File: src/rtl/id_ex_stage_if.sv
`default_nettype none
// ============================================================================
// Module   : id_ex_if
// Purpose  : Bundle of decode-side, bypass-side and ALU-side signals of the
//            ID/EX pipeline register.
// Ports    : master - the surrounding pipeline (decode, EX/MEM, MEM/WB, ALU)
//            slave  - the id_ex_stage register itself
//            Decode : dec_valid, dec_rs1/2, dec_rs1/2_data, dec_imm,
//                     dec_use_imm, dec_funct, dec_rd, dec_reg_we, dec_mem_rd
//            Bypass : ex_result, mem_rd/we/data, wb_rd/we/data
//            Control: hold_in, flush -> stall_out
//            ALU    : alu_data1/2, alu_funct, ex_valid, ex_rd, ex_reg_we,
//                     ex_mem_rd, ex_store_data, bubble_cnt
// Revision : 1.0 - initial release
// ============================================================================
interface id_ex_if #(
  parameter int DATA_W  = 32,
  parameter int REG_AW  = 5,
  parameter int FUNCT_W = 4,
  parameter int CNT_W   = 16
);
  logic               dec_valid;
  logic [REG_AW-1:0]  dec_rs1;
  logic [REG_AW-1:0]  dec_rs2;
  logic [DATA_W-1:0]  dec_rs1_data;
  logic [DATA_W-1:0]  dec_rs2_data;
  logic [DATA_W-1:0]  dec_imm;
  logic               dec_use_imm;
  logic [FUNCT_W-1:0] dec_funct;
  logic [REG_AW-1:0]  dec_rd;
  logic               dec_reg_we;
  logic               dec_mem_rd;
  logic [DATA_W-1:0]  ex_result;
  logic [REG_AW-1:0]  mem_rd;
  logic               mem_we;
  logic [DATA_W-1:0]  mem_data;
  logic [REG_AW-1:0]  wb_rd;
  logic               wb_we;
  logic [DATA_W-1:0]  wb_data;
  logic               hold_in;
  logic               flush;
  logic               stall_out;
  logic [DATA_W-1:0]  alu_data1;
  logic [DATA_W-1:0]  alu_data2;
  logic [FUNCT_W-1:0] alu_funct;
  logic               ex_valid;
  logic [REG_AW-1:0]  ex_rd;
  logic               ex_reg_we;
  logic               ex_mem_rd;
  logic [DATA_W-1:0]  ex_store_data;
  logic [CNT_W-1:0]   bubble_cnt;

  modport master (
    output dec_valid, dec_rs1, dec_rs2, dec_rs1_data, dec_rs2_data, dec_imm,
           dec_use_imm, dec_funct, dec_rd, dec_reg_we, dec_mem_rd,
           ex_result, mem_rd, mem_we, mem_data, wb_rd, wb_we, wb_data,
           hold_in, flush,
    input  stall_out, alu_data1, alu_data2, alu_funct, ex_valid, ex_rd,
           ex_reg_we, ex_mem_rd, ex_store_data, bubble_cnt
  );

  modport slave (
    input  dec_valid, dec_rs1, dec_rs2, dec_rs1_data, dec_rs2_data, dec_imm,
           dec_use_imm, dec_funct, dec_rd, dec_reg_we, dec_mem_rd,
           ex_result, mem_rd, mem_we, mem_data, wb_rd, wb_we, wb_data,
           hold_in, flush,
    output stall_out, alu_data1, alu_data2, alu_funct, ex_valid, ex_rd,
           ex_reg_we, ex_mem_rd, ex_store_data, bubble_cnt
  );
endinterface
`default_nettype wire

File: src/rtl/id_ex_stage.sv
`default_nettype none
// ============================================================================
// Module   : id_ex_stage
// Purpose  : ID/EX pipeline register in front of the ALU. Resolves RAW
//            hazards by forwarding (EX > MEM > WB > register file), detects
//            load-use hazards and inserts a counted bubble while stalling
//            decode. Bubbles present funct 0 so the ALU drives zero.
// Ports    : clk   - clock, rising edge
//            rst_n - asynchronous active-low reset
//            bus   - id_ex_if.slave (decode inputs, bypass inputs,
//                    hold/flush, ALU-side outputs, stall_out, bubble_cnt)
// Revision : 1.0 - initial release
// ============================================================================
module id_ex_stage #(
  parameter int DATA_W  = 32,
  parameter int REG_AW  = 5,
  parameter int FUNCT_W = 4,
  parameter int CNT_W   = 16
) (
  input  logic   clk,
  input  logic   rst_n,
  id_ex_if.slave bus
);

  localparam logic [CNT_W-1:0] C_CNT_MAX = {CNT_W{1'b1}};

  // Pipeline registers
  logic [DATA_W-1:0]  alu_data1_q, alu_data1_d;
  logic [DATA_W-1:0]  alu_data2_q, alu_data2_d;
  logic [FUNCT_W-1:0] alu_funct_q, alu_funct_d;
  logic               ex_valid_q,  ex_valid_d;
  logic [REG_AW-1:0]  ex_rd_q,     ex_rd_d;
  logic               ex_reg_we_q, ex_reg_we_d;
  logic               ex_mem_rd_q, ex_mem_rd_d;
  logic [DATA_W-1:0]  store_q,     store_d;
  logic [CNT_W-1:0]   bubble_cnt_q, bubble_cnt_d;

  logic               ex_fwd_en;
  logic               load_use;
  logic [DATA_W-1:0]  fwd1;
  logic [DATA_W-1:0]  fwd2;

  // Operand bypass select. A load in EX has no data yet, so it is excluded
  // here; that case is handled by the load-use bubble instead.
  function automatic logic [DATA_W-1:0] fwd_sel(
    input logic [REG_AW-1:0] rs,
    input logic [DATA_W-1:0] rf_data,
    input logic              ex_en,
    input logic [REG_AW-1:0] ex_rd,
    input logic [DATA_W-1:0] ex_data,
    input logic              mem_we,
    input logic [REG_AW-1:0] mem_rd,
    input logic [DATA_W-1:0] mem_data,
    input logic              wb_we,
    input logic [REG_AW-1:0] wb_rd,
    input logic [DATA_W-1:0] wb_data
  );
    logic [DATA_W-1:0] r;
    if (rs == '0)                      r = '0;
    else if (ex_en && ex_rd == rs)     r = ex_data;
    else if (mem_we && mem_rd == rs)   r = mem_data;
    else if (wb_we && wb_rd == rs)     r = wb_data;
    else                               r = rf_data;
    return r;
  endfunction

  assign ex_fwd_en = ex_valid_q & ex_reg_we_q & ~ex_mem_rd_q;

  assign fwd1 = fwd_sel(bus.dec_rs1, bus.dec_rs1_data, ex_fwd_en, ex_rd_q,
                        bus.ex_result, bus.mem_we, bus.mem_rd, bus.mem_data,
                        bus.wb_we, bus.wb_rd, bus.wb_data);
  assign fwd2 = fwd_sel(bus.dec_rs2, bus.dec_rs2_data, ex_fwd_en, ex_rd_q,
                        bus.ex_result, bus.mem_we, bus.mem_rd, bus.mem_data,
                        bus.wb_we, bus.wb_rd, bus.wb_data);

  // rs2 only counts as a dependency when data2 actually comes from it.
  assign load_use = bus.dec_valid & ex_valid_q & ex_mem_rd_q & (ex_rd_q != '0) &
                    ((ex_rd_q == bus.dec_rs1) |
                     (~bus.dec_use_imm & (ex_rd_q == bus.dec_rs2)));

  // Gated by rst_n so every output reads zero while reset is asserted.
  assign bus.stall_out = rst_n & (load_use | bus.hold_in);

  always_comb begin
    alu_data1_d  = alu_data1_q;
    alu_data2_d  = alu_data2_q;
    alu_funct_d  = alu_funct_q;
    ex_valid_d   = ex_valid_q;
    ex_rd_d      = ex_rd_q;
    ex_reg_we_d  = ex_reg_we_q;
    ex_mem_rd_d  = ex_mem_rd_q;
    store_d      = store_q;
    bubble_cnt_d = bubble_cnt_q;

    if (bus.flush || (!bus.hold_in && (load_use || !bus.dec_valid))) begin
      // Bubble: flush wins over hold; load-use and idle also land here.
      alu_data1_d = '0;
      alu_data2_d = '0;
      alu_funct_d = '0;
      ex_valid_d  = 1'b0;
      ex_rd_d     = '0;
      ex_reg_we_d = 1'b0;
      ex_mem_rd_d = 1'b0;
      store_d     = '0;
      // Only hazard bubbles are counted, never flushes or idle cycles.
      if (!bus.flush && load_use && bubble_cnt_q != C_CNT_MAX) begin
        bubble_cnt_d = bubble_cnt_q + 1'b1;
      end
    end else if (!bus.hold_in) begin
      alu_data1_d = fwd1;
      alu_data2_d = bus.dec_use_imm ? bus.dec_imm : fwd2;
      alu_funct_d = bus.dec_funct;
      ex_valid_d  = 1'b1;
      ex_rd_d     = bus.dec_rd;
      ex_reg_we_d = bus.dec_reg_we;
      ex_mem_rd_d = bus.dec_mem_rd;
      store_d     = fwd2;
    end
  end

  always_ff @(posedge clk or negedge rst_n) begin
    if (!rst_n) begin
      alu_data1_q  <= '0;
      alu_data2_q  <= '0;
      alu_funct_q  <= '0;
      ex_valid_q   <= 1'b0;
      ex_rd_q      <= '0;
      ex_reg_we_q  <= 1'b0;
      ex_mem_rd_q  <= 1'b0;
      store_q      <= '0;
      bubble_cnt_q <= '0;
    end else begin
      alu_data1_q  <= alu_data1_d;
      alu_data2_q  <= alu_data2_d;
      alu_funct_q  <= alu_funct_d;
      ex_valid_q   <= ex_valid_d;
      ex_rd_q      <= ex_rd_d;
      ex_reg_we_q  <= ex_reg_we_d;
      ex_mem_rd_q  <= ex_mem_rd_d;
      store_q      <= store_d;
      bubble_cnt_q <= bubble_cnt_d;
    end
  end

  assign bus.alu_data1     = alu_data1_q;
  assign bus.alu_data2     = alu_data2_q;
  assign bus.alu_funct     = alu_funct_q;
  assign bus.ex_valid      = ex_valid_q;
  assign bus.ex_rd         = ex_rd_q;
  assign bus.ex_reg_we     = ex_reg_we_q;
  assign bus.ex_mem_rd     = ex_mem_rd_q;
  assign bus.ex_store_data = store_q;
  assign bus.bubble_cnt    = bubble_cnt_q;

endmodule
`default_nettype wire

File: src/flat_wrapper.sv
// flat-port wrapper written by rule: the top's interface ports become plain ports
module id_ex_stage_flat 
#(
  parameter int DATA_W  = 32,
  parameter int REG_AW  = 5,
  parameter int FUNCT_W = 4,
  parameter int CNT_W   = 16
)
  (clk, rst_n, bus_dec_valid, bus_dec_rs1, bus_dec_rs2, bus_dec_rs1_data, bus_dec_rs2_data, bus_dec_imm, bus_dec_use_imm, bus_dec_funct, bus_dec_rd, bus_dec_reg_we, bus_dec_mem_rd, bus_ex_result, bus_mem_rd, bus_mem_we, bus_mem_data, bus_wb_rd, bus_wb_we, bus_wb_data, bus_hold_in, bus_flush, bus_stall_out, bus_alu_data1, bus_alu_data2, bus_alu_funct, bus_ex_valid, bus_ex_rd, bus_ex_reg_we, bus_ex_mem_rd, bus_ex_store_data, bus_bubble_cnt);
  id_ex_if #(.DATA_W(DATA_W), .REG_AW(REG_AW), .FUNCT_W(FUNCT_W), .CNT_W(CNT_W)) bus_i ();
  input  logic clk;
  input  logic rst_n;
  input wire logic [$bits(bus_i.dec_valid)-1:0] bus_dec_valid;
  input wire logic [$bits(bus_i.dec_rs1)-1:0] bus_dec_rs1;
  input wire logic [$bits(bus_i.dec_rs2)-1:0] bus_dec_rs2;
  input wire logic [$bits(bus_i.dec_rs1_data)-1:0] bus_dec_rs1_data;
  input wire logic [$bits(bus_i.dec_rs2_data)-1:0] bus_dec_rs2_data;
  input wire logic [$bits(bus_i.dec_imm)-1:0] bus_dec_imm;
  input wire logic [$bits(bus_i.dec_use_imm)-1:0] bus_dec_use_imm;
  input wire logic [$bits(bus_i.dec_funct)-1:0] bus_dec_funct;
  input wire logic [$bits(bus_i.dec_rd)-1:0] bus_dec_rd;
  input wire logic [$bits(bus_i.dec_reg_we)-1:0] bus_dec_reg_we;
  input wire logic [$bits(bus_i.dec_mem_rd)-1:0] bus_dec_mem_rd;
  input wire logic [$bits(bus_i.ex_result)-1:0] bus_ex_result;
  input wire logic [$bits(bus_i.mem_rd)-1:0] bus_mem_rd;
  input wire logic [$bits(bus_i.mem_we)-1:0] bus_mem_we;
  input wire logic [$bits(bus_i.mem_data)-1:0] bus_mem_data;
  input wire logic [$bits(bus_i.wb_rd)-1:0] bus_wb_rd;
  input wire logic [$bits(bus_i.wb_we)-1:0] bus_wb_we;
  input wire logic [$bits(bus_i.wb_data)-1:0] bus_wb_data;
  input wire logic [$bits(bus_i.hold_in)-1:0] bus_hold_in;
  input wire logic [$bits(bus_i.flush)-1:0] bus_flush;
  output wire logic [$bits(bus_i.stall_out)-1:0] bus_stall_out;
  output wire logic [$bits(bus_i.alu_data1)-1:0] bus_alu_data1;
  output wire logic [$bits(bus_i.alu_data2)-1:0] bus_alu_data2;
  output wire logic [$bits(bus_i.alu_funct)-1:0] bus_alu_funct;
  output wire logic [$bits(bus_i.ex_valid)-1:0] bus_ex_valid;
  output wire logic [$bits(bus_i.ex_rd)-1:0] bus_ex_rd;
  output wire logic [$bits(bus_i.ex_reg_we)-1:0] bus_ex_reg_we;
  output wire logic [$bits(bus_i.ex_mem_rd)-1:0] bus_ex_mem_rd;
  output wire logic [$bits(bus_i.ex_store_data)-1:0] bus_ex_store_data;
  output wire logic [$bits(bus_i.bubble_cnt)-1:0] bus_bubble_cnt;
  assign bus_i.dec_valid = bus_dec_valid;
  assign bus_i.dec_rs1 = bus_dec_rs1;
  assign bus_i.dec_rs2 = bus_dec_rs2;
  assign bus_i.dec_rs1_data = bus_dec_rs1_data;
  assign bus_i.dec_rs2_data = bus_dec_rs2_data;
  assign bus_i.dec_imm = bus_dec_imm;
  assign bus_i.dec_use_imm = bus_dec_use_imm;
  assign bus_i.dec_funct = bus_dec_funct;
  assign bus_i.dec_rd = bus_dec_rd;
  assign bus_i.dec_reg_we = bus_dec_reg_we;
  assign bus_i.dec_mem_rd = bus_dec_mem_rd;
  assign bus_i.ex_result = bus_ex_result;
  assign bus_i.mem_rd = bus_mem_rd;
  assign bus_i.mem_we = bus_mem_we;
  assign bus_i.mem_data = bus_mem_data;
  assign bus_i.wb_rd = bus_wb_rd;
  assign bus_i.wb_we = bus_wb_we;
  assign bus_i.wb_data = bus_wb_data;
  assign bus_i.hold_in = bus_hold_in;
  assign bus_i.flush = bus_flush;
  assign bus_stall_out = bus_i.stall_out;
  assign bus_alu_data1 = bus_i.alu_data1;
  assign bus_alu_data2 = bus_i.alu_data2;
  assign bus_alu_funct = bus_i.alu_funct;
  assign bus_ex_valid = bus_i.ex_valid;
  assign bus_ex_rd = bus_i.ex_rd;
  assign bus_ex_reg_we = bus_i.ex_reg_we;
  assign bus_ex_mem_rd = bus_i.ex_mem_rd;
  assign bus_ex_store_data = bus_i.ex_store_data;
  assign bus_bubble_cnt = bus_i.bubble_cnt;
  id_ex_stage #(.DATA_W(DATA_W), .REG_AW(REG_AW), .FUNCT_W(FUNCT_W), .CNT_W(CNT_W)) u_core (.clk(clk), .rst_n(rst_n), .bus(bus_i));
endmodule
File: config.mk
export PLATFORM = sky130hd
export DESIGN_NAME = id_ex_stage_flat
export DESIGN_NICKNAME = d
export VERILOG_FILES = /design/src/rtl/id_ex_stage_if.sv /design/src/rtl/id_ex_stage.sv /design/src/flat_wrapper.sv
export SDC_FILE = /design/constraint.sdc
export NUM_CORES = 1
export LEC_CHECK = 0
export CAP_MARGIN = 20
export CORE_ASPECT_RATIO = 0.5
export CORE_MARGIN = 2
export CORE_UTILIZATION = 42
export DETAILED_ROUTE_END_ITERATION = 16
export PLACE_DENSITY_LB_ADDON = 0.05
export SETUP_SLACK_MARGIN = 0.1
export SYNTH_ARGS = -nofsm -noshare
export SYNTH_HDL_FRONTEND = slang
export SYNTH_SLANG_ARGS = --single-unit
File: constraint.sdc
create_clock -name clk -period 4.96 [get_ports clk]
set_input_delay 1.488 -clock clk [delete_from_list [all_inputs] [get_ports clk]]
set_output_delay 1.488 -clock clk [all_outputs]
set_load 0.1 [all_outputs]
---- Yosys cells after proc, flatten, opt, wreduce, memory -nomap -nowiden ----
Cells that the tools add are included.
word-level totals
  bits in registers ....................... 124
  output and inout bits ................... 125
  input bits .............................. 231
  logic and storage cells ................. 73
operators by class
  eq/ne operators ......................... 8
  reduce and logical (&&, ||, !) cells .... 18
  bitwise gates (word level) .............. 12
  add/sub/neg operators ................... 1
  muxes and demuxes ....................... 25
operators by type and width
  operator                                       count
  2-to-1 mux 32 bit                              15
  == test 5 bit                                  6
  adder 16 x 1 -> 16 bit, second input constant  1
  != test 16 bit, second input constant          1
  zero test 5 bit                                2
  2-to-1 mux 5 bit                               2
  logical AND 1 bit                              9
  bitwise AND 1 bit                              8
  2-to-1 mux 4 bit                               2
  2-to-1 mux 1 bit                               6
  nonzero test 5 bit                             1
  zero test 1 bit                                3
  logical OR 1 bit                               2
  != test 2 x 1 -> 1 bit, second input constant  1
  NOT 1 bit                                      2
  OR 1 bit                                       2
  AND reduction 2 bit                            1

---- Longest topological paths before layout ----
Gate-level depths: netlist (run 1).
  depth in word-level cells ............... 9
  depth in mapped cells ................... 9
  depth with buffers taken out ............ 7

---- Worst setup path after synthesis (run 1) ----
Ideal clock, no wire load.
  kind .................................... input to output
  start point ............................. in bus_dec_rs1[1]
  end point ............................... out bus_stall_out
  buffers on the path ..................... 0
  slack ................................... 0.484 ns
  cell stages on the path ................. 5
  data required time ...................... 3.472 ns
  arrival time ............................ 2.988 ns
  path through ............................ xor2_1 > nor3_2 > nand3_1 > a21oi_4 > o21a_1
on the way
  longest elaborated chain between the ends .. 5
RTL lines
  element             line                text
  start: declaration  flat_wrapper.sv:14  input wire logic [$bits(bus_i.dec_rs1)-1:0] bus_dec_rs1;
  == test 5 bit       id_ex_stage.sv:78   ((ex_rd_q == bus.dec_rs1) |
  OR 1 bit            id_ex_stage.sv:78
  bitwise AND 1 bit   id_ex_stage.sv:77   assign load_use = bus.dec_valid & ex_valid_q & ex_mem_rd_q & (ex_rd_q != '0) &
  OR 1 bit            id_ex_stage.sv:82   assign bus.stall_out = rst_n & (load_use | bus.hold_in);
  bitwise AND 1 bit   id_ex_stage.sv:82
  end: declaration    flat_wrapper.sv:33  output wire logic [$bits(bus_i.stall_out)-1:0] bus_stall_out;
No other way between the ends.

---- Worst setup path after layout (run 1) ----
Same ends and word-level chain as after synthesis.

==> impl_metrics.ini, run 1 <==
[run_status]
outcome = finished, final reports clean

[place]
portBuffers = 355
place_inst = 1259
dp_hpwl_mm = 19.3
placer_s_final_routability_congestion_estimate = 0.916
dpl_worst_slack_ps = 313

[final_layout]
antennaDiodeCount = 0
highest_count_cells_in_the_layout_ignoring_fill_and_taps = sky130_fd_sc_hd__clkdlybuf4s50_1, sky130_fd_sc_hd__dfrtp_1, sky130_fd_sc_hd__nand2_1
area.growth.synth_to_final_pct = 65.2
fin_cells = 1291
share_of_cells_above_drive_strength_1 = 0.0673
layout_commonest_cell = sky130_fd_sc_hd__clkdlybuf4s50_1
num-nets-final = 1289
finish.utilization = 0.723

[cts]
clk_pin_slew_worst_paths_ps = 60
tritoncts = yes
post_cts.resized_instances = 0
cts.hold.buffers_added = 0
clock_tree.buffer_depth = 2
cts_htree_levels = 4
post_cts_buffers = 0
cts.sink_count = 124
ctsRootBufferMaster = sky130_fd_sc_hd__clkbuf_16
cts_made_buffers = 17
clock_insertion_delay_worst_skew_ps = 430

[floorplanning]
floorplan.initialDensity = 0.438
design.portCount = 356
die_height_um = 94.4
floorplan.core_area_sq_um = 15700
die_width_um = 185
design.die.area_sq_um = 17500
placement_rows = 32

[worst_hold_path]
holdCritPathClass = reg2reg
hold_path.startpoint = u_core.bus.alu_data1[28]$_DFFE_PN0P_
timing.hold.worst_path_depth = 2
min_delay_worst_endpoint = u_core.bus.alu_data1[28]$_DFFE_PN0P_

[global_route]
first_pass_grt_wire_length_mm = 41.5
groute.layer.met1.usage = 0.386
grt_start_max_net_pins = 98
vias_in_the_first_global_route = 7362
grt.total_usage = 0.315
grt_util_met2 = 0.537
grt_most_used_layer = met2
number_of_antenna_violations_at_the_first_check_in_global_routing = 0
globalRouteMet3Util = 0.0918
globalRouteOverflowTotal = 0

[power_and_ir_drop]
power_report.internal_total_w = 0.00233
switching_power_w = 0.00100
max-vdd-ir-drop_mv = 0.238
power_density_nw_per_um2 = 293
share_comb_of_total_power = 0.236
p_sw_frac = 0.301
power.total_w = 0.00333
power_frac_seq = 0.323
clkPwrFrac = 0.441
power.leakage_nw = 4.67

[setup_path]
r2r_cells = 8
timing_worst_setup_path_type = in2out
cp-end-kind = primary output
cp_data_arrival_time_ps = 3170
rrSetupSlack_ps = 2190
cp-start-kind = primary input
worst-path-max-fanout = 4
required_ps = 3470
start_of_the_worst_register_to_register_path = u_core.bus.ex_rd[0]$_DFFE_PN0P_
regToRegEndpoint = u_core.bus.alu_data2[23]$_DFFE_PN0P_

[synthesis]
post_synth_num_cell_types = 39
dominantRegCellSynth = sky130_fd_sc_hd__dfrtp_1
synthesis.instances = 724
yosysSeqAreaShare = 0.452
synthesis.area_sq_um = 6870
net_count_synth = 956
ys_ff_latch = 124
average_footprint_of_a_synthesized_cell_sq_um = 9.48
async_flop_share = 1.00
yosysWarnings = 0
synth-edff-count = 0

[sta]
setup_total_negative_slack_ps = 0
setup_ws_final_ps = 305
maxClockFrequency_mhz = 215
post-route-min-period_ps = 4650
timing_worst_slew_pin_value_ps = 1080
count_of_final_max_slew_check_failures = 0
report.final.hold_viol_count = 0
rsz_0062_raised_after_global_routing = no
timing.final.setup_violations = 0
timing.max_slew.rel_slack = 0.281
fin_skew_ps = 9.83
layout_worst_path_cycle_share = 0.938

[routing]
postRouteAntennaNets = 0
drt_pass1_iterations = 7
via_count = 7365
route.detailed.drc = 0
routed_wirelength_mm = 27.6
via_per_inst = 5.70
wl_per_cell_um = 21.3
first_iter_violations = 497

[flow_run]
max_cap_viol_count = 0
layout make-up:
class | count | area, sq um
multi-input combinational | 538 | 3540
sequential | 124 | 3100
clock buffer | 19 | 453
tap | 221 | 277
timing repair buffer | 375 | 3730
clock inverter | 13 | 238
inverter | 1 | 3.75
fill | 1167 | 4350
flip-flops by register name, summed over array words and instances, names as in the netlist:
name / count
u_core.bus.alu_data1: 32
u_core.bus.alu_data2: 32
u_core.bus.ex_store_data: 32
u_core.bus.bubble_cnt: 16
u_core.bus.ex_rd: 5
u_core.bus.alu_funct: 4
u_core.bus.ex_mem_rd: 1
u_core.bus.ex_reg_we: 1
u_core.bus.ex_valid: 1
worst max-delay path by stage:
stage | start | endpoint | slack, ps | cells past startpoint
global placement | bus_dec_rs1[1] | bus_stall_out | 350 | 7
floorplan | bus_dec_rs1[1] | bus_stall_out | 480 | 5
detailed placement | bus_dec_rs1[1] | bus_stall_out | 310 | 7
global route | bus_dec_rs1[1] | bus_stall_out | 250 | 7
CTS | bus_dec_rs1[1] | bus_stall_out | 300 | 7
finish | bus_dec_rs1[1] | bus_stall_out | 310 | 7
critical path: stages:
cell                              delay (ps)
sky130_fd_sc_hd__clkdlybuf4s50_1         490
sky130_fd_sc_hd__xor2_1                  190
sky130_fd_sc_hd__nor3_2                  170
sky130_fd_sc_hd__nand3_1                 220
sky130_fd_sc_hd__a21oi_4                 240
sky130_fd_sc_hd__o21a_1                  170
sky130_fd_sc_hd__buf_12                  180
synthesized netlist by cell type (16+ instances only):
library cell	instances	area, sq um
sky130_fd_sc_hd__clkbuf_1	39	146
sky130_fd_sc_hd__a221o_1	32	320
sky130_fd_sc_hd__a21oi_1	63	315
sky130_fd_sc_hd__mux2i_1	32	320
sky130_fd_sc_hd__and2_1	34	213
sky130_fd_sc_hd__buf_2	16	80.1
sky130_fd_sc_hd__nand2_1	106	398
sky130_fd_sc_hd__a311oi_1	32	280
sky130_fd_sc_hd__dfrtp_1	124	3100
sky130_fd_sc_hd__o22ai_1	31	194
sky130_fd_sc_hd__xor2_1	25	219
sky130_fd_sc_hd__nor2_1	38	143
sky130_fd_sc_hd__o21ai_1	31	155
sky130_fd_sc_hd__a22o_1	43	377
sky130_fd_sc_hd__xnor2_1	20	175
power groups by stage:
stage                     clock, W  sequential, W  combinational [W]
after floorplan                  0        0.00136           0.000150
after global placement           0        0.00109           0.000778
after detailed placement         0        0.00109           0.000783
after CTS                  0.00148        0.00107           0.000787
after global routing       0.00153        0.00108           0.000821
final                      0.00147        0.00107           0.000786
stage by stage:
stage,area [sq um],hold slack (ps)
final,11300,484
after detailed placement,10700,475
after global placement,10700,466
after floorplan,6870,963
after CTS,11300,489
after global routing,11300,508
kinds of logic after synthesis:
kind of cell             count (synthesis)  synth area share
buffers and inverters                   62            0.0406
flip-flops                             124             0.452
adder cells (fa/ha/maj)                  1           0.00182
multiplexers                            33            0.0483
AND/OR/NAND/NOR                        220             0.151
AO/OA/AOI/OAI                          239             0.249
XOR/XNOR                                45            0.0574
metal layers:
layer / wire [um] / part of all wire
met5: 0 / 0
met2: 13500 / 0.49
met3: 2430 / 0.088
met4: 581 / 0.021
met1: 11100 / 0.40
(Power assumes the default switching activity.)
==> inputs of run 2 (changes only) <==
Settings changed: CORE_MARGIN 2 to 1.5, GPL_ROUTABILITY_DRIVEN from default to 0, SKIP_CTS_REPAIR_TIMING from default to 1.
==> run 2 against run 1 <==
Against the previous run:
- clock skew down 0.54 ps
- cell area down 1.0%
- first-iteration DRC count shrank 11%
- maximum frequency is 0.19% lower
- utilization is 0.76 points lower
- global-route usage increased by 0.24 points
- critical path type unchanged
- combinational power is essentially flat
- sequential power is essentially flat
- non-clock buffer count is 3 higher
- register-to-register slack better by 170 ps
==> impl_metrics.ini, run 2 (synthesis results as in run 1) <==
[final_layout]
num-nets-final = 1292
highest_count_cells_in_the_layout_ignoring_fill_and_taps = sky130_fd_sc_hd__clkdlybuf4s50_1, sky130_fd_sc_hd__dfrtp_1, sky130_fd_sc_hd__nand2_1
layout.cell_area.non_filler_sq_um = 11200
share_of_cells_above_drive_strength_1 = 0.0645
antennaDiodeCount = 0
fin_cells = 1291
finish.utilization = 0.715
area.growth.synth_to_final_pct = 63.4
layout_commonest_cell = sky130_fd_sc_hd__clkdlybuf4s50_1

[floorplanning]
placement_rows = 32
floorplan.initialDensity = 0.438
floorplan.core_area_sq_um = 15700
die_height_um = 93.4
die_width_um = 184
design.portCount = 356
design.die.area_sq_um = 17200

[cts]
clk_pin_slew_worst_paths_ps = 60
cts_htree_levels = 4
clock_insertion_delay_worst_skew_ps = 410
tritoncts = yes
ctsRootBufferMaster = sky130_fd_sc_hd__clkbuf_16
clock_tree.buffer_depth = 2
cts_made_buffers = 17
cts.sink_count = 124

[routing]
wl_per_cell_um = 21.1
first_iter_violations = 442
routed_wirelength_mm = 27.3
via_per_inst = 5.67
postRouteAntennaNets = 0
route.detailed.drc = 0
via_count = 7324
drt_pass1_iterations = 8

[setup_path]
cp-start-kind = primary input
critical_path.cell_chain = clkdlybuf4s50_1 > xor2_1 > nor3_2 > nand3_1 > a21oi_4 > o21a_1 > buf_12
timing_worst_setup_path_type = in2out
critPathTopFamily = buffers and inverters
cp-end-kind = primary output
worst-path-max-fanout = 4
cp_data_arrival_time_ps = 3180
required_ps = 3470
timing.critical_path.buf_inv = 2
crit_path_max_incr_delay_ps = 500
slowest_stage = sky130_fd_sc_hd__clkdlybuf4s50_1

[global_route]
number_of_antenna_violations_at_the_first_check_in_global_routing = 0
vias_in_the_first_global_route = 7521
grt.total_usage = 0.318
first_pass_grt_wire_length_mm = 41.3
globalRouteOverflowTotal = 0
grt_start_max_net_pins = 69

[power_and_ir_drop]
power_report.internal_total_w = 0.00208
p_sw_frac = 0.315
power.leakage_nw = 4.62
power_frac_seq = 0.354
power_density_nw_per_um2 = 271
switching_power_w = 0.000957
max-vdd-ir-drop_mv = 0.197
power.total_w = 0.00304
clkPwrFrac = 0.387
share_comb_of_total_power = 0.260

[flow_run]
max_cap_viol_count = 0

[run_status]
outcome = finished, final reports clean

[sta]
timing.final.setup_violations = 0
timing.max_slew.rel_slack = 0.299
maxClockFrequency_mhz = 214
post-route-min-period_ps = 4660
fin_skew_ps = 9.29
layout_worst_path_cycle_share = 0.940
timing_worst_slew_pin_value_ps = 1050
rsz_0062_raised_after_global_routing = no
report.final.hold_viol_count = 0
setup_total_negative_slack_ps = 0
count_of_final_max_slew_check_failures = 0

[place]
portBuffers = 355
placed_area_sq_um = 10700
dp_hpwl_mm = 19.6
place_inst = 1262

[worst_hold_path]
holdCritPathClass = reg2reg
## run 2: cell types whose count changed in the layout (fill, tap and decap cells not counted), sizes merged
cell,before,now
clkbuf,19,20
inv,2,1
bufinv,6,2
clkinvlp,3,2
buf,22,25
clkinv,3,5
## run 2: routing by layer
layer	global-route usage	part of all wire	vias to the layer above
met2	0.529	0.48	342
met3	0.0997	0.093	57
li1	-	-	3359
met5	0	0	-
met1	0.380	0.40	3566
met4	0.143	0.031	0
## run 2: per-stage QoR
step                setup slack (ps)  hold slack (ps)
floorplan                        484              963
global placement                 351              467
detailed placement               274              474
CTS                              271              487
global route                     159              511
finish                           296              483
## run 2: tightest hold or removal path, cell delays in order (launching register included)
cell and delay, ps:
sky130_fd_sc_hd__dfrtp_1 340, sky130_fd_sc_hd__nand2_1 50, sky130_fd_sc_hd__o21ai_1 60
## run 2: area by class of cell
| cell class | count | area, sq um |
|---|---|---|
| multi-input combinational | 538 | 3540 |
| tap | 221 | 277 |
| timing repair buffer | 378 | 3760 |
| clock buffer | 20 | 437 |
| inverter | 1 | 3.75 |
| sequential | 124 | 3100 |
| clock inverter | 9 | 100 |
| fill | 1226 | 4470 |
## run 2: worst paths after layout
check	start	to	slack [ps]	depth (start not counted)
min reg2reg	u_core.bus.alu_data1[29]$_DFFE_PN0P_	u_core.bus.alu_data1[29]$_DFFE_PN0P_	480	2
min in group asynchronous	rst_n	u_core.bus.alu_data2[27]$_DFFE_PN0P_	1280	2
max	bus_dec_rs1[1]	bus_stall_out	300	7
min	u_core.bus.alu_data1[29]$_DFFE_PN0P_	u_core.bus.alu_data1[29]$_DFFE_PN0P_	480	2
max in group asynchronous	rst_n	u_core.bus.alu_data2[5]$_DFFE_PN0P_	2340	3
max reg2reg	u_core.bus.ex_rd[1]$_DFFE_PN0P_	u_core.bus.alu_data2[16]$_DFFE_PN0P_	2360	9
## run 2: power by group through the flow
stage	Combinational [W]	Sequential [W]	Clock [W]
CTS	0.000789	0.00107	0.00119
finish	0.000788	0.00107	0.00117
global route	0.000824	0.00108	0.00124
global placement	0.000781	0.00109	0
floorplan	0.000150	0.00136	0
detailed placement	0.000786	0.00109	0
==> inputs of run 3 (changes only) <==
--- a/config.mk
+++ b/config.mk
@@ -11,2 +11,3 @@
 export CORE_UTILIZATION = 42
+export CTS_CLUSTER_SIZE = 20
 export DETAILED_ROUTE_END_ITERATION = 16
@@ -14,2 +15,3 @@
 export PLACE_DENSITY_LB_ADDON = 0.05
+export RECOVER_POWER = 25
 export SETUP_SLACK_MARGIN = 0.1
==> constraint.sdc (replaced) <==
create_clock -name clk -period 4.96 [get_ports clk]
set_input_delay 0.992 -clock clk [delete_from_list [all_inputs] [get_ports clk]]
set_output_delay 0.992 -clock clk [all_outputs]
set_load 0.1 [all_outputs]
==> run 3 against run 2 <==
Against the previous run:
- the flow now finishes with violations (max-capacitance violations, max-slew violations)
- via count rose by 0.71%
- global-route usage rose by 0.22 points
- sequential power barely moved
- register-to-register slack got worse by 460 ps
- cell area fell by 0.16%
- combinational power barely moved
- cell count fell by 0.31%
- die area did not move
==> impl_metrics.ini, run 3 (synthesis results as in run 1) <==
[floorplanning]
die_height_um = 93.4
design.die.area_sq_um = 17200
die_width_um = 184
floorplan.core_area_sq_um = 15700
floorplan.initialDensity = 0.438
design.portCount = 356
placement_rows = 32

[routing]
via_count = 7376
routed_wirelength_mm = 27.5
wl_per_cell_um = 21.3
first_iter_violations = 441
via_per_inst = 5.73
route.detailed.drc = 0
drt_pass1_iterations = 7
postRouteAntennaNets = 0

[final_layout]
finish.utilization = 0.714
num-nets-final = 1286
area.growth.synth_to_final_pct = 63.2
antennaDiodeCount = 0
layout.cell_area.non_filler_sq_um = 11200
share_of_cells_above_drive_strength_1 = 0.0610
layout_commonest_cell = sky130_fd_sc_hd__clkdlybuf4s50_1
highest_count_cells_in_the_layout_ignoring_fill_and_taps = sky130_fd_sc_hd__clkdlybuf4s50_1, sky130_fd_sc_hd__dfrtp_1, sky130_fd_sc_hd__nand2_1

[global_route]
number_of_antenna_violations_at_the_first_check_in_global_routing = 0
grt_start_max_net_pins = 77
first_pass_grt_wire_length_mm = 41.7
globalRouteOverflowTotal = 0
grt.total_usage = 0.320
vias_in_the_first_global_route = 7626

[setup_path]
critPathTopFamily = buffers and inverters
slowest_stage = sky130_fd_sc_hd__clkdlybuf4s50_1
critical_path_cell_count = 7
crit_path_max_incr_delay_ps = 560
cp-start-kind = primary input
timing_worst_setup_path_type = in2out
critical_path.cell_chain = clkdlybuf4s50_1 > xor2_1 > nor3_2 > nand3_1 > a21oi_4 > o21a_1 > buf_4
required_ps = 3970
cp-end-kind = primary output
cp_data_arrival_time_ps = 2910
timing.critical_path.buf_inv = 2
r2r_cells = 6
worst-path-max-fanout = 5

[cts]
clk_pin_slew_worst_paths_ps = 50
cts.sink_count = 124
clock_insertion_delay_worst_skew_ps = 420
tritoncts = yes
ctsRootBufferMaster = sky130_fd_sc_hd__clkbuf_16
cts_made_buffers = 17
clock_tree.buffer_depth = 2
cts_htree_levels = 4

[sta]
count_of_final_max_slew_check_failures = 77
layout_worst_path_cycle_share = 0.786
timing.max_slew.rel_slack = -0.281
timing_worst_slew_pin_value_ps = 1920
fin_hold_ws_ps = 481
rsz_0062_raised_after_global_routing = no
fin_skew_ps = 15.6
post-route-min-period_ps = 3900
report.final.hold_viol_count = 0
timing.final.setup_violations = 0
maxClockFrequency_mhz = 257
setup_total_negative_slack_ps = 0

[place]
placed_area_sq_um = 10600
dp_hpwl_mm = 19.5
portBuffers = 355

[worst_hold_path]
timing.hold.worst_path_depth = 2
holdCritPathClass = reg2reg

[power_and_ir_drop]
power_density_nw_per_um2 = 277
max-vdd-ir-drop_mv = 0.220
power.leakage_nw = 4.61

[run_status]
outcome = finished with violations
failed_checks = max-capacitance violations, max-slew violations

[flow_run]
max_cap_viol_count = 1
==> run 3: metal layers <==
layer / vias to the layer above / wire [um] / track usage / part of all wire
li1: 3351 / - / - / -
met1: 3601 / 11000 / 0.387 / 0.40
met2: 366 / 13200 / 0.533 / 0.48
met3: 58 / 2400 / 0.0938 / 0.087
met4: 0 / 805 / 0.144 / 0.029
met5: - / 0 / 0 / 0
==> run 3: layout make-up <==
cell class | instances | area (sq um)
multi-input combinational | 538 | 3540
inverter | 1 | 3.75
clock inverter | 7 | 87.6
fill | 1210 | 4490
timing repair buffer | 372 | 3700
tap | 221 | 277
sequential | 124 | 3100
clock buffer | 24 | 492
==> run 3: where the power goes <==
group | total, W | switching (W) | internal [W]
sequential | 0.00108 | 0.0000251 | 0.00105
clock | 0.00124 | 0.000451 | 0.000787
combinational | 0.000787 | 0.000483 | 0.000303
total | 0.00310 | 0.000959 | 0.00214
==> run 3: worst min-delay path, cell delays in order, from the launching register on <==
cell and delay (ps):
sky130_fd_sc_hd__dfrtp_1 340, sky130_fd_sc_hd__nand2_1 50, sky130_fd_sc_hd__o21ai_1 60
==> run 3: stage by stage <==
step           setup slack, ps  total power (W)  instances
6_report                  1060          0.00310       1287
5_1_grt                    947          0.00320       1287
4_1_cts                   1040          0.00311       1286
3_5_place_dp              1030          0.00187       1255
3_3_place_gp              1120          0.00187       1255
2_1_floorplan             1470          0.00151        724
==> run 3: final timing paths <==
path / endpoint / slack, ps / from
worst max register to register: u_core.bus.alu_data2[4]$_DFFE_PN0P_ / 1900 / u_core.bus.ex_rd[1]$_DFFE_PN0P_
worst max-delay path: bus_stall_out / 1060 / bus_dec_rs1[0]
worst min register to register: u_core.bus.alu_data1[29]$_DFFE_PN0P_ / 480 / u_core.bus.alu_data1[29]$_DFFE_PN0P_
min in group asynchronous: u_core.bus.alu_data2[29]$_DFFE_PN0P_ / 500 / rst_n
worst min-delay path: u_core.bus.alu_data1[29]$_DFFE_PN0P_ / 480 / u_core.bus.alu_data1[29]$_DFFE_PN0P_
max in group asynchronous: u_core.bus.alu_data1[14]$_DFFE_PN0P_ / 2220 / rst_n
